File: src/rtl/bin2bcd_seq.sv
// Sequential binary-to-BCD converter (double-dabble, one bit per clock).
// A four-state FSM (IDLE, CHECK, SHIFT, FINISH) converts a BIN_W-bit unsigned
// value into four BCD digits. Values above 9999 skip the shift loop and flag ovf.
// Optional feature macro: BIN2BCD_SATURATE_EN
//   defined   -> an overflow displays 9,9,9,9
//   undefined -> an overflow displays E,E,E,E
// Display outputs only change on the FINISH edge, so partial results never show.
module bin2bcd_seq #(
  parameter int BIN_W = 14
) (
  input  logic             clock,
  input  logic             reset_n,
  input  logic             start,
  input  logic [BIN_W-1:0] bin,
  output logic [3:0]       num1,
  output logic [3:0]       num2,
  output logic [3:0]       num3,
  output logic [3:0]       num4,
  output logic             busy,
  output logic             done,
  output logic             ovf
);

  localparam int CNT_W = $clog2(BIN_W + 1);
  localparam logic [CNT_W-1:0] CNT_LAST = CNT_W'(BIN_W - 1);
  localparam logic [CNT_W-1:0] CNT_MAX  = CNT_W'(BIN_W);

`ifdef BIN2BCD_SATURATE_EN
  localparam logic [3:0] OVF_DIGIT = 4'd9;
`else
  localparam logic [3:0] OVF_DIGIT = 4'hE;
`endif

  typedef enum logic [1:0] {IDLE, CHECK, SHIFT, FINISH} state_t;

  state_t             state_q, state_d;
  logic [BIN_W-1:0]   bin_sr_q;
  logic [15:0]        scratch_q;
  logic [15:0]        scratch_adj;
  logic [CNT_W-1:0]   cnt_q;
  logic               ovf_pend_q;

  // Double-dabble correction: any nibble >= 5 gets +3 before the shift.
  function automatic logic [15:0] dabble_adj(input logic [15:0] s);
    logic [15:0] r;
    r = s;
    for (int i = 0; i < 4; i++) begin
      if (s[i*4 +: 4] >= 4'd5) r[i*4 +: 4] = s[i*4 +: 4] + 4'd3;
    end
    return r;
  endfunction

  // True when the value cannot be shown on four decimal digits.
  function automatic logic is_over(input logic [BIN_W-1:0] v);
    return 32'(v) > 32'd9999;
  endfunction

  assign scratch_adj = dabble_adj(scratch_q);

  // State register.
  always_ff @(posedge clock or negedge reset_n) begin
    if (!reset_n) state_q <= IDLE;
    else          state_q <= state_d;
  end

  // Next-state logic.
  always_comb begin
    state_d = state_q;
    case (state_q)
      IDLE:    if (start) state_d = CHECK;
      CHECK:   state_d = is_over(bin_sr_q) ? FINISH : SHIFT;
      SHIFT:   if (cnt_q == CNT_LAST) state_d = FINISH;
      FINISH:  state_d = IDLE;
      default: state_d = IDLE;
    endcase
  end

  // Datapath, status flags and held display registers.
  always_ff @(posedge clock or negedge reset_n) begin
    if (!reset_n) begin
      bin_sr_q   <= '0;
      scratch_q  <= '0;
      cnt_q      <= '0;
      ovf_pend_q <= 1'b0;
      busy       <= 1'b0;
      done       <= 1'b0;
      ovf        <= 1'b0;
      num1       <= '0;
      num2       <= '0;
      num3       <= '0;
      num4       <= '0;
    end else begin
      done <= 1'b0;
      case (state_q)
        IDLE: begin
          if (start) begin
            bin_sr_q   <= bin;
            scratch_q  <= '0;
            ovf_pend_q <= 1'b0;
            busy       <= 1'b1;
          end
        end
        CHECK: begin
          cnt_q      <= '0;
          ovf_pend_q <= is_over(bin_sr_q);
        end
        SHIFT: begin
          scratch_q <= {scratch_adj[14:0], bin_sr_q[BIN_W-1]};
          bin_sr_q  <= bin_sr_q << 1;
          if (cnt_q != CNT_MAX) cnt_q <= cnt_q + 1'b1;
        end
        FINISH: begin
          if (ovf_pend_q) begin
            num1 <= OVF_DIGIT;
            num2 <= OVF_DIGIT;
            num3 <= OVF_DIGIT;
            num4 <= OVF_DIGIT;
          end else begin
            num1 <= scratch_q[3:0];
            num2 <= scratch_q[7:4];
            num3 <= scratch_q[11:8];
            num4 <= scratch_q[15:12];
          end
          ovf  <= ovf_pend_q;
          done <= 1'b1;
          busy <= 1'b0;
        end
        default: ;
      endcase
    end
  end

endmodule

File: config.mk
export PLATFORM = sky130hd
export DESIGN_NAME = bin2bcd_seq
export DESIGN_NICKNAME = d
export VERILOG_FILES = /design/src/rtl/bin2bcd_seq.sv
export SDC_FILE = /design/constraint.sdc
export NUM_CORES = 1
export LEC_CHECK = 0
export ABC_AREA = 1
export ABC_CLOCK_PERIOD_IN_PS = 2300
export CELL_PAD_IN_SITES_DETAIL_PLACEMENT = 0
export CELL_PAD_IN_SITES_GLOBAL_PLACEMENT = 1
export CORE_ASPECT_RATIO = 2
export CORE_UTILIZATION = 33
export DETAILED_ROUTE_END_ITERATION = 10
export PLACE_DENSITY = 0.78
export SYNTH_ARGS = -nofsm -noshare
export SYNTH_HDL_FRONTEND = slang
export SYNTH_SLANG_ARGS = --single-unit
File: constraint.sdc
create_clock -name clock -period 2.3 [get_ports clock]
set_input_delay 0.345 -clock clock [delete_from_list [all_inputs] [get_ports clock]]
set_output_delay 0.345 -clock clock [all_outputs]
set_load 0.02 [all_outputs]
Yosys cells after proc, flatten, opt, wreduce, memory -nomap -nowiden
Cells that the tools add are included.
{"block": "op_classes", "add_sub_neg": 5, "order_cmp": 5, "eq_ne": 8, "muxes": 23, "reduce_logical": 10}
{"op": "4-bit 2-to-1 mux", "n": 8}
{"op": "16-bit case mux with 2 select lines", "n": 1}
{"op": "14-bit case mux with 2 select lines", "n": 1}
{"op": "4-bit by 3-bit greater-or-equal comparator with 1-bit output, second input constant", "n": 4}
{"op": "16-bit 2-to-1 mux", "n": 1}
{"op": "14-bit greater-than comparator, second input constant", "n": 1}
{"op": "14-bit 2-to-1 mux", "n": 1}
{"op": "4-bit by 2-bit adder with 4-bit output, second input constant", "n": 3}
{"op": "2-bit AND reduction", "n": 5}
{"op": "2-bit case mux with 4 select lines", "n": 1}
{"op": "4-bit case mux with 2 select lines", "n": 1}
{"op": "2-bit nonzero test", "n": 4}
{"op": "2-bit != test, second input constant", "n": 3}
{"op": "4-bit by 1-bit adder with 4-bit output, second input constant", "n": 1}
{"op": "2-bit equality test, second input constant", "n": 2}
{"op": "4-bit equality test, second input constant", "n": 1}
{"op": "1-bit 2-to-1 mux", "n": 4}
{"op": "2-bit 2-to-1 mux", "n": 2}
{"op": "4-bit != test, second input constant", "n": 1}
{"op": "1-bit case mux with 2 select lines", "n": 2}
{"op": "3-bit by 2-bit adder with 3-bit output, second input constant", "n": 1}
{"op": "3-bit 2-to-1 mux", "n": 1}
{"op": "2-bit by 1-bit equality test with 1-bit output, second input constant", "n": 1}
{"op": "2-bit logical NOT", "n": 1}
{"block": "word_totals", "regBits": 56, "in_bits": 17, "out_inout_bits": 19}

Depth between registers and ports, before layout
Gate-level depths: netlist (run 1).
{"block": "depth", "depth_word": 3, "depth_mapped": 9, "ltp_nobuf": 9}

Worst setup path before layout (run 1)
No wires, ideal clock.
{"block": "synth_timing", "path_type": "register to register", "start": "register state_q[0]", "end": "register scratch_q[13]", "setup_ps": 65, "arrival_time_ps": 1336, "t_required_ps": 2235, "slack_ps": 899, "stages_incl_launch_ff": 10, "synth_period_minus_slack_ps": 1401, "cell_sequence": "dfrtp_1 inv_1 ha_1 inv_1 nor2_4 nor2_4 inv_2 a21oi_1 o21ai_0 nand2_1"}
{"block": "synth_between", "elab_chain_cells": 3, "word_cells_on_any_way": 6, "cone_classes": "2 x eq/ne; 1 x mux; 3 x reduce/logical"}
{"element": "start: declaration", "line_no": "36", "text": "state_t state_q, state_d;"}
{"element": "start signal: assignment", "line_no": "63", "text": "else state_q <= state_d;"}
{"element": "2-bit equality test / 2-bit logical NOT (equally long branches)", "line_no": "94", "text": "case (state_q)"}
{"element": "2-bit nonzero test (no line) / 2-bit != test (equally long branches)"}
{"element": "2-bit AND reduction (no line)"}
{"element": "end signal: assignment", "line_no": "108", "text": "scratch_q <= {scratch_adj[14:0], bin_sr_q[BIN_W-1]};"}
{"element": "end: declaration", "line_no": "38", "text": "logic [15:0] scratch_q;"}
Parallel ways exist; a longest one is shown, timed or not.
A chain may end at the register's enable or synchronous reset.

Worst setup path after layout (run 1)
{"block": "layout_timing", "start": "register state_q[0]", "end": "register bin_sr_q[10]"}
{"block": "layout_between", "elab_chain_cells": 3, "word_cells_on_any_way": 6, "cone_classes": "2 x eq/ne; 1 x mux; 3 x reduce/logical"}
{"element": "2-bit equality test / 2-bit logical NOT (equally long branches)", "line_no": "94"}
{"element": "2-bit nonzero test (no line) / 2-bit != test (equally long branches)"}
{"element": "2-bit AND reduction (no line)"}
{"element": "end signal: assignment", "line_no": "97", "text": "bin_sr_q <= bin;"}
{"element": "end signal: assignment", "line_no": "109", "text": "bin_sr_q <= bin_sr_q << 1;"}
{"element": "end: declaration", "line_no": "37", "text": "logic [BIN_W-1:0] bin_sr_q;"}
Parallel ways exist; a longest one is shown, timed or not.

==> impl_metrics.ini, run 1 <==
[run_status]
outcome = complete, no violations

[floorplan]
dieWidth_um = 66.11
rows = 46
start_util = 0.3415
dieArea_um2 = 8609
io_pins = 36
coreArea_um2 = 7943
die_y_um = 130.2

[placement]
gp_congestion = 0.7666
place_inst = 449
io_buffers = 35
dp_hpwl_um = 4386

[yosys]
synth_edf_count = 0
synth-xor-area-share = 0.006458
synth.area.mux_share = 0
yosys_warnings = 0
ys_ff_latch = 56
async_flop_share = 1.000
synth_fa_ha_area_frac = 0.06919
synth_seq_area_share = 0.5166
synth_compound_area_frac = 0.1513
yosysUniqueCellTypes = 21
syn_area_um2 = 2713
synthSimpleGateAreaFrac = 0.1863
synth_ff_type = dfrtp_1
synth_top_family_by_area = simple AND/OR/NAND/NOR gates
synth_cells = 319
syn-num-nets = 351
avgSynthCellArea_um2 = 8.503

[cts]
post_cts_buffers = 0
cts.reportedPaths.clkPinSlew_ns = 0.07
cts_tree = done
cts_buffers = 5
clockRootBuffer = clkbuf_16
insertion_delay_ns = 0.29
htreeDepth = 2
ctsHoldBuffers = 0
cts_resized = 0
cts_sinks = 56
cts_max_path_buffers = 2

[cells_and_area]
area_growth_pct = 23.02
nets = 392
post-route-util = 0.4201
drive_gt1_frac = 0.06094
fillers = 809
final_common_cell = nand2_1
final_cell_mix = nand2_1 (76), dfrtp_1 (56), inv_1 (36), clkdlybuf4s50_1 (34), nor2_1 (31)
final_cells = 457
diodes = 0

[route]
drc = 0
wirelength_um = 5808
num_vias = 2172
drtIter0Drc = 69
wl_per_cell_um = 12.71
viasPerCell = 4.753
dr.pass1.iters = 4
ant_nets = 0

[critical_path]
slowest_delay_ns = 0.58
worst_ep_arrival_time_ns = 2.07
worstSetupStartpointType = register
worstPathRequired_ns = 2.51
cpMaxStageDelayCell = o21ai_4
crit_type = register to register
cp_top_family = compound AO/OA/AOI/OAI gates
path_cells = inv_1, ha_1, o21ai_4, buf_4, o211ai_1, o21ai_0
worstPathMaxFanout = 27
worst-path-buf-inv = 2
endpoint_kind = register

[grt]
grt_pass1_wl_um = 10050
grt.overflow.total = 0
grt_max_degree = 30
grtUsageTotal = 0.1533
grt_pass1_vias = 2178
grt_antenna_before_repair = 0

[timing]
finalHoldViolCount = 0
setup-tns-final_ns = 0
post-route-period-util = 0.8108
rsz0062_at_grt = no
worst_pin_slew_ns = 0.6829
period_needed_ns = 1.865
fmax_mhz = 536.2
maxSlewViolCount = 0
whs_ns = 0.08445
finalSetupViolCount = 0
maxSlewHeadroom = 0.5430
clock_skew_ns = 0.004307

[power]
powerDensity_nw_per_um2 = 1290
ir_drop_uv = 480.8
leakagePower_nw = 1.547
finalPower_mw = 4.306

[hold_path]
hp-class = input pin to asynchronous set/reset pin

[flow_run]
max-cap-violations = 0
==> cells by family (layout without fill, tap and decap cells) <==
kind of cell	Yosys count	in the layout
xor gates and xnor gates	2	2
buffers and inverters	47	89
AOI/OAI and AO/OA	74	74
DFF	56	56
and+or+nand+nor	125	125
adders and majority gates	15	15
==> path summary, 6_finish.rpt <==
check / start / slack, ns / depth (start not counted) / to
setup / recovery: state_q[0] / 0.44 / 6 / bin_sr_q[10]
hold / removal: reset_n / 0.08 / 1 / cnt_q[0]
setup reg to reg: state_q[0] / 0.44 / 6 / bin_sr_q[10]
hold reg to reg: num2[0] / 0.49 / 2 / num2[0]
max in group asynchronous: reset_n / 1.53 / 2 / scratch_q[7]
min in group clock: num2[0] / 0.49 / 2 / num2[0]
==> cell usage after synthesis (2+ instances only) <==
cell       n  share of area
buf_2      5         0.0092
a21oi_1   22          0.041
dfrtp_1   56           0.52
nor2_4     2         0.0083
o21ai_0   30          0.055
o22ai_1    6          0.014
o21ai_1    2         0.0037
nand3_1   14          0.026
nor2_1    31          0.043
inv_2      3         0.0042
a31oi_1    9          0.021
nand2_1   76           0.11
xor2_1     2         0.0065
clkbuf_1   2         0.0028
ha_1      15          0.069
o211ai_1   4          0.011
inv_1     36          0.050
==> final cells by class <==
type,count,area (um2),share of cell area
Clock buffer,7,142.6,0.04274
Clock inverter,1,7.507,0.002250
Tap cell,96,120.1,0.03600
Timing Repair Buffer,42,397.9,0.1192
Inverter,39,146.4,0.04387
Sequential cell,56,1401,0.4199
Multi-Input combinational cell,216,1121,0.3360
==> metal layers <==
layer / vias up / part of all wire / track usage
li1: 1115 / - / -
met1: 1005 / 0.40 / 0.1681
met2: 43 / 0.55 / 0.2851
met3: 9 / 0.030 / 0.02360
met4: 0 / 0.020 / 0.06133
met5: - / 0 / 0
==> state kept, by name, indices dropped and copies added, names as in the netlist <==
register	cells
num1	4
busy	1
ovf_pend_q	1
done	1
cnt_q	4
scratch_q	16
ovf	1
num3	4
bin_sr_q	14
num4	4
state_q	2
num2	4
==> report_power, final <==
part / total (mW) / switching [mW] / internal [mW] / leakage, nW
Clock: 0.780 / 0.345 / 0.435 / 0.0701
Sequential: 1.59 / 0.229 / 1.36 / 0.695
Combinational: 1.94 / 1.18 / 0.755 / 0.782
Total: 4.31 / 1.76 / 2.55 / 1.55
==> through the flow <==
stage	cell area, um2	setup WS (ns)
2_1_floorplan	2713	0.8988
3_3_place_gp	3187	0.4687
3_5_place_dp	3187	0.4389
4_1_cts	3337	0.4207
5_1_grt	3337	0.1911
6_report	3337	0.4351
(Power assumes the default switching activity.)
==> inputs of run 2 (changes only) <==
Settings changed: ABC_CLOCK_PERIOD_IN_PS 2300 to 2000.
Clock period 2.3 ns to 2 ns, I/O delays scaled along.
==> run 2 against run 1 <==
The run now ends with negative hold slack left. First-iteration DRC count is 80% higher. Global-route usage up 0.60 points. Total power is 14% higher. Sequential share of layout area up 0.079 points. Combinational power rose by 17%. Clock power increased by 6.3%. Wire length increased by 0.62%. Via count is 0.64% higher. Final area decreased by 0.19%. Utilization decreased by 0.079 points. Register-to-register slack got worse by 0.09 ns.
==> impl_metrics.ini, run 2 (synthesized netlist as in run 1, its figures left out) <==
[run_status]
outcome = finished, violations left
violations = negative hold slack

[cells_and_area]
final_common_cell = nand2_1
largestRegisters = scratch_q (16), bin_sr_q (14)
post-route-util = 0.4193
largest_reg_flops = 16
drive_gt1_frac = 0.05307
nets = 390
final_cell_mix = nand2_1 (76), dfrtp_1 (56), inv_1 (36), clkdlybuf4s50_1 (34), nor2_1 (31)
fillers = 833
largest-register = scratch_q
area_growth_pct = 22.79
diodes = 0

[grt]
grt_pass1_wl_um = 10500
grt_antenna_before_repair = 0
grt-busiest-layer = met2
grtUsageMet1 = 0.1738
grt_pass1_vias = 2273
grt.overflow.total = 0
gr-usage-met3 = 0.02622
grt_max_degree = 57
met2_usage = 0.2971
grtUsageTotal = 0.1593

[critical_path]
reg2reg_depth = 9
r2r_end = scratch_q[2]
worstSetupStartpointType = register
worst_ep_arrival_time_ns = 1.88
rrSetupSlack_ns = 0.35
worstPathRequired_ns = 2.23
cpMaxStageDelayCell = dfrtp_1
worstPathMaxFanout = 10
slowest_delay_ns = 0.41
path_cells = inv_1, ha_1, inv_1, nor2_4, nor2_4, inv_2, a21oi_1, o21ai_0, nand2_1
r2r_start = state_q[0]
crit_type = register to register
endpoint_kind = register

[floorplan]
coreArea_um2 = 7943
die_y_um = 130.2
rows = 46
start_util = 0.3415
dieArea_um2 = 8609
dieWidth_um = 66.11
io_pins = 36

[cts]
insertion_delay_ns = 0.29
cts_resized = 0
htreeDepth = 2
ctsHoldBuffers = 0
cts.reportedPaths.clkPinSlew_ns = 0.07
cts_buffers = 5
cts_tree = done
cts_sinks = 56
post_cts_buffers = 0
cts_max_path_buffers = 2
clockRootBuffer = clkbuf_16

[timing]
whs_ns = -0.02130
fmax_mhz = 605.8
finalHoldViolCount = 6
worst_pin_slew_ns = 0.3326
rsz0062_at_grt = no
maxSlewViolCount = 0
post-route-period-util = 0.8254
setup-tns-final_ns = 0
finalSetupViolCount = 0
period_needed_ns = 1.651
maxSlewHeadroom = 0.7783
clock_skew_ns = 0.002703

[placement]
io_buffers = 35
gp_congestion = 0.7638
dp_hpwl_um = 4315

[power]
finalPower_mw = 4.926
leakagePower_nw = 1.543
powerDensity_nw_per_um2 = 1479
ir_drop_uv = 579.3

[route]
wl_per_cell_um = 12.87
ant_nets = 0
drc = 0
viasPerCell = 4.815
wirelength_um = 5844
num_vias = 2186
dr.pass1.iters = 4
drtIter0Drc = 124

[hold_path]
hp-class = input pin to asynchronous set/reset pin

[flow_run]
max-cap-violations = 0
-- run 2: changes by cell type in the layout (fill, tap and decap cells not counted) --
cell / delta
clkbuf_8: -1
buf_4: -4
clkinvlp_4: -1
clkinv_2: +1
buf_12: +2
-- run 2: worst max-delay path by stage --
stage	startpoint	to	slack [ns]	depth (start not counted)
6_report	state_q[0]	scratch_q[2]	0.35	9
5_1_grt	state_q[0]	scratch_q[1]	0.18	9
4_1_cts	state_q[0]	scratch_q[2]	0.32	9
2_1_floorplan	state_q[0]	scratch_q[13]	0.60	9
3_3_place_gp	start	scratch_q[2]	0.39	7
3_5_place_dp	state_q[0]	scratch_q[2]	0.34	9
-- run 2: area by class of cell --
cell class,count,area (um2),share of cell area
Sequential cell,56,1401,0.4207
Multi-Input combinational cell,216,1121,0.3366
Timing Repair Buffer,40,407.9,0.1225
Inverter,39,146.4,0.04395
Clock buffer,6,128.9,0.03869
Tap cell,96,120.1,0.03606
Clock inverter,1,5.005,0.001503
-- run 2: critical path: cells and delay by family (launching register included) --
family	cells	cell delay, ns
and+or+nand+nor	3	0.35
DFF	1	0.41
buffers and inverters	3	0.35
adders and majority gates	1	0.25
AOI/OAI and AO/OA	2	0.23
-- run 2: metal layers --
metal,vias up,wire length (um)
met1,1027,2370
li1,1110,-
met3,7,142
met2,42,3215
met5,-,0
met4,0,114
-- run 2: per-stage QoR --
stage               setup WS, ns  instance area, um2  instances
finish                    0.3492                3331        454
global route              0.1793                3331        454
CTS                       0.3234                3331        454
detailed placement        0.3430                3197        447
global placement          0.3894                3197        447
floorplan                 0.5988                2713        319
-- run 2: power breakdown --
part	switching, mW	internal [mW]
registers	0.266	1.56
clock network	0.373	0.456
logic	1.38	0.890
==> inputs of run 3 (changes only) <==
Settings changed: ABC_CLOCK_PERIOD_IN_PS 2000 to 1400, PLACE_DENSITY 0.78 to 0.8.
Clock period 2 ns to 1.4 ns, I/O delays scaled along.
==> run 3 against run 2 <==
The run ends with negative setup slack left. Worst hold slack better by 0.40 ns. Combinational power rose by 85%. Die area did not move. Final cell count rose by 5.9%. Clock-buffer cell count decreased by 1. Final area rose by 11%. Worst setup slack worse by 0.35 ns. Wire length rose by 9.7%. Fmax up 18%. Utilization increased by 4.6 points.
==> impl_metrics.ini, run 3 (synthesized netlist as in run 1, its figures left out) <==
[run_status]
outcome = finished, violations left
violations = negative setup slack

[timing]
clock_skew_ns = 0.008577
maxSlewHeadroom = 0.7249
setup-tns-final_ns = -0.01238
post-route-period-util = 1.004
fmax_mhz = 711.8
rsz0062_at_grt = yes
layout_setup_ws_ns = -0.004929
finalSetupViolCount = 5
finalHoldViolCount = 0
worst_pin_slew_ns = 0.4127
maxSlewViolCount = 0
period_needed_ns = 1.405

[cts]
cts_tree = done
clockRootBuffer = clkbuf_16
cts_max_path_buffers = 2
cts_sinks = 56
htreeDepth = 2
insertion_delay_ns = 0.30
cts.reportedPaths.clkPinSlew_ns = 0.07
cts_buffers = 5

[critical_path]
endpoint_kind = register
worst_ep_arrival_time_ns = 1.58
crit_type = register to register
worstSetupStartpointType = register
slowest_delay_ns = 0.37
worst-path-buf-inv = 4
cpMaxStageDelayCell = dfrtp_1
worstPathMaxFanout = 6
worstPathRequired_ns = 1.58
cp_top_family = buffers and inverters
rrSetupSlack_ns = -0.005
path_cells = buf_4, ha_4, inv_6, o21ai_4, buf_12, clkbuf_16, o211ai_1, o21ai_1

[route]
ant_nets = 0
dr.pass1.iters = 4
viasPerCell = 4.836
num_vias = 2326
drc = 0
wirelength_um = 6411
wl_per_cell_um = 13.33
drtIter0Drc = 103

[cells_and_area]
post-route-util = 0.4652
final_cells = 481
final_common_cell = nand2_1
finish.instance_area_um2 = 3695
drive_gt1_frac = 0.1688
final_cell_mix = nand2_1 (74), dfrtp_1 (54), inv_1 (34), nor2_1 (26), o21ai_0 (22)
largest_reg_flops = 16
area_growth_pct = 36.21
nets = 416
largestRegisters = scratch_q (16), bin_sr_q (14)
diodes = 0
largest-register = scratch_q

[placement]
gp_congestion = 0.7708
placed_area_um2 = 3362
io_buffers = 35
dp_hpwl_um = 4703
place_inst = 464

[floorplan]
coreArea_um2 = 7943
rows = 46
start_util = 0.3415
io_pins = 36
die_y_um = 130.2
dieWidth_um = 66.11
dieArea_um2 = 8609

[grt]
grt_pass1_wl_um = 10440
grt_pass1_vias = 2279
grtUsageTotal = 0.1613
met2_usage = 0.3067
grt-busiest-layer = met2
grt_antenna_before_repair = 0
gr-usage-met3 = 0.02622
grt.overflow.total = 0
grt_max_degree = 33
grtUsageMet1 = 0.1669

[power]
finalPower_mw = 8.074
leakagePower_nw = 1.750
ir_drop_uv = 851.1
powerDensity_nw_per_um2 = 2185

[hold_path]
hp-class = input pin to asynchronous set/reset pin

[flow_run]
max-cap-violations = 0
run 3: final timing paths:
path | endpoint | cells after the start | start
worst max-delay path | bin_sr_q[13] | 8 | state_q[1]
worst min-delay path | cnt_q[0] | 2 | reset_n
worst max register to register | bin_sr_q[13] | 8 | state_q[1]
worst min register to register | bin_sr_q[0] | 2 | bin_sr_q[0]
max in group asynchronous | scratch_q[8] | 3 | reset_n
min in group clock | bin_sr_q[3] | 3 | bin[3]
run 3: what timing repair did:
action / 4_1_cts / 5_1_grt
hold buffers: 1 / 0
cloned: 0 / 2
setup endpoints to repair: 47 / 31
pin swaps: 1 / 2
hold endpoints to repair: 14 / 0
setup buffers: 3 / 3
resized for setup: 27 / 26
run 3: per-layer routing:
layer  up-vias  part of all wire  wire (um)
li1       1166                 -          -
met1      1109              0.37       2374
met2        44              0.59       3754
met3         7             0.025        161
met4         0             0.019        120
met5         -                 0          0
run 3: power breakdown:
group          switching [mW]  internal, mW  leakage [nW]
logic                    2.32          1.88         0.988
clock network           0.591         0.667        0.0702
registers               0.376          2.23         0.692
run 3: layout make-up:
class,instances,area [um2]
clock buffers,5,125.1
flip-flops and latches,56,1404
fillers,790,4248
repair buffers,66,670.6
well taps,96,120.1
inverters,39,156.4
multi-input cells,216,1197
clock inverters,3,21.27
run 3: metrics by stage:
step / setup WS (ns) / hold slack, ns
2_1_floorplan: 0.005957 / -0.08559
3_3_place_gp: -0.1247 / 0.1661
3_5_place_dp: -0.1539 / 0.1677
4_1_cts: -0.001235 / 0.3917
5_1_grt: -0.08097 / 0.4198
6_report: -0.004929 / 0.3757
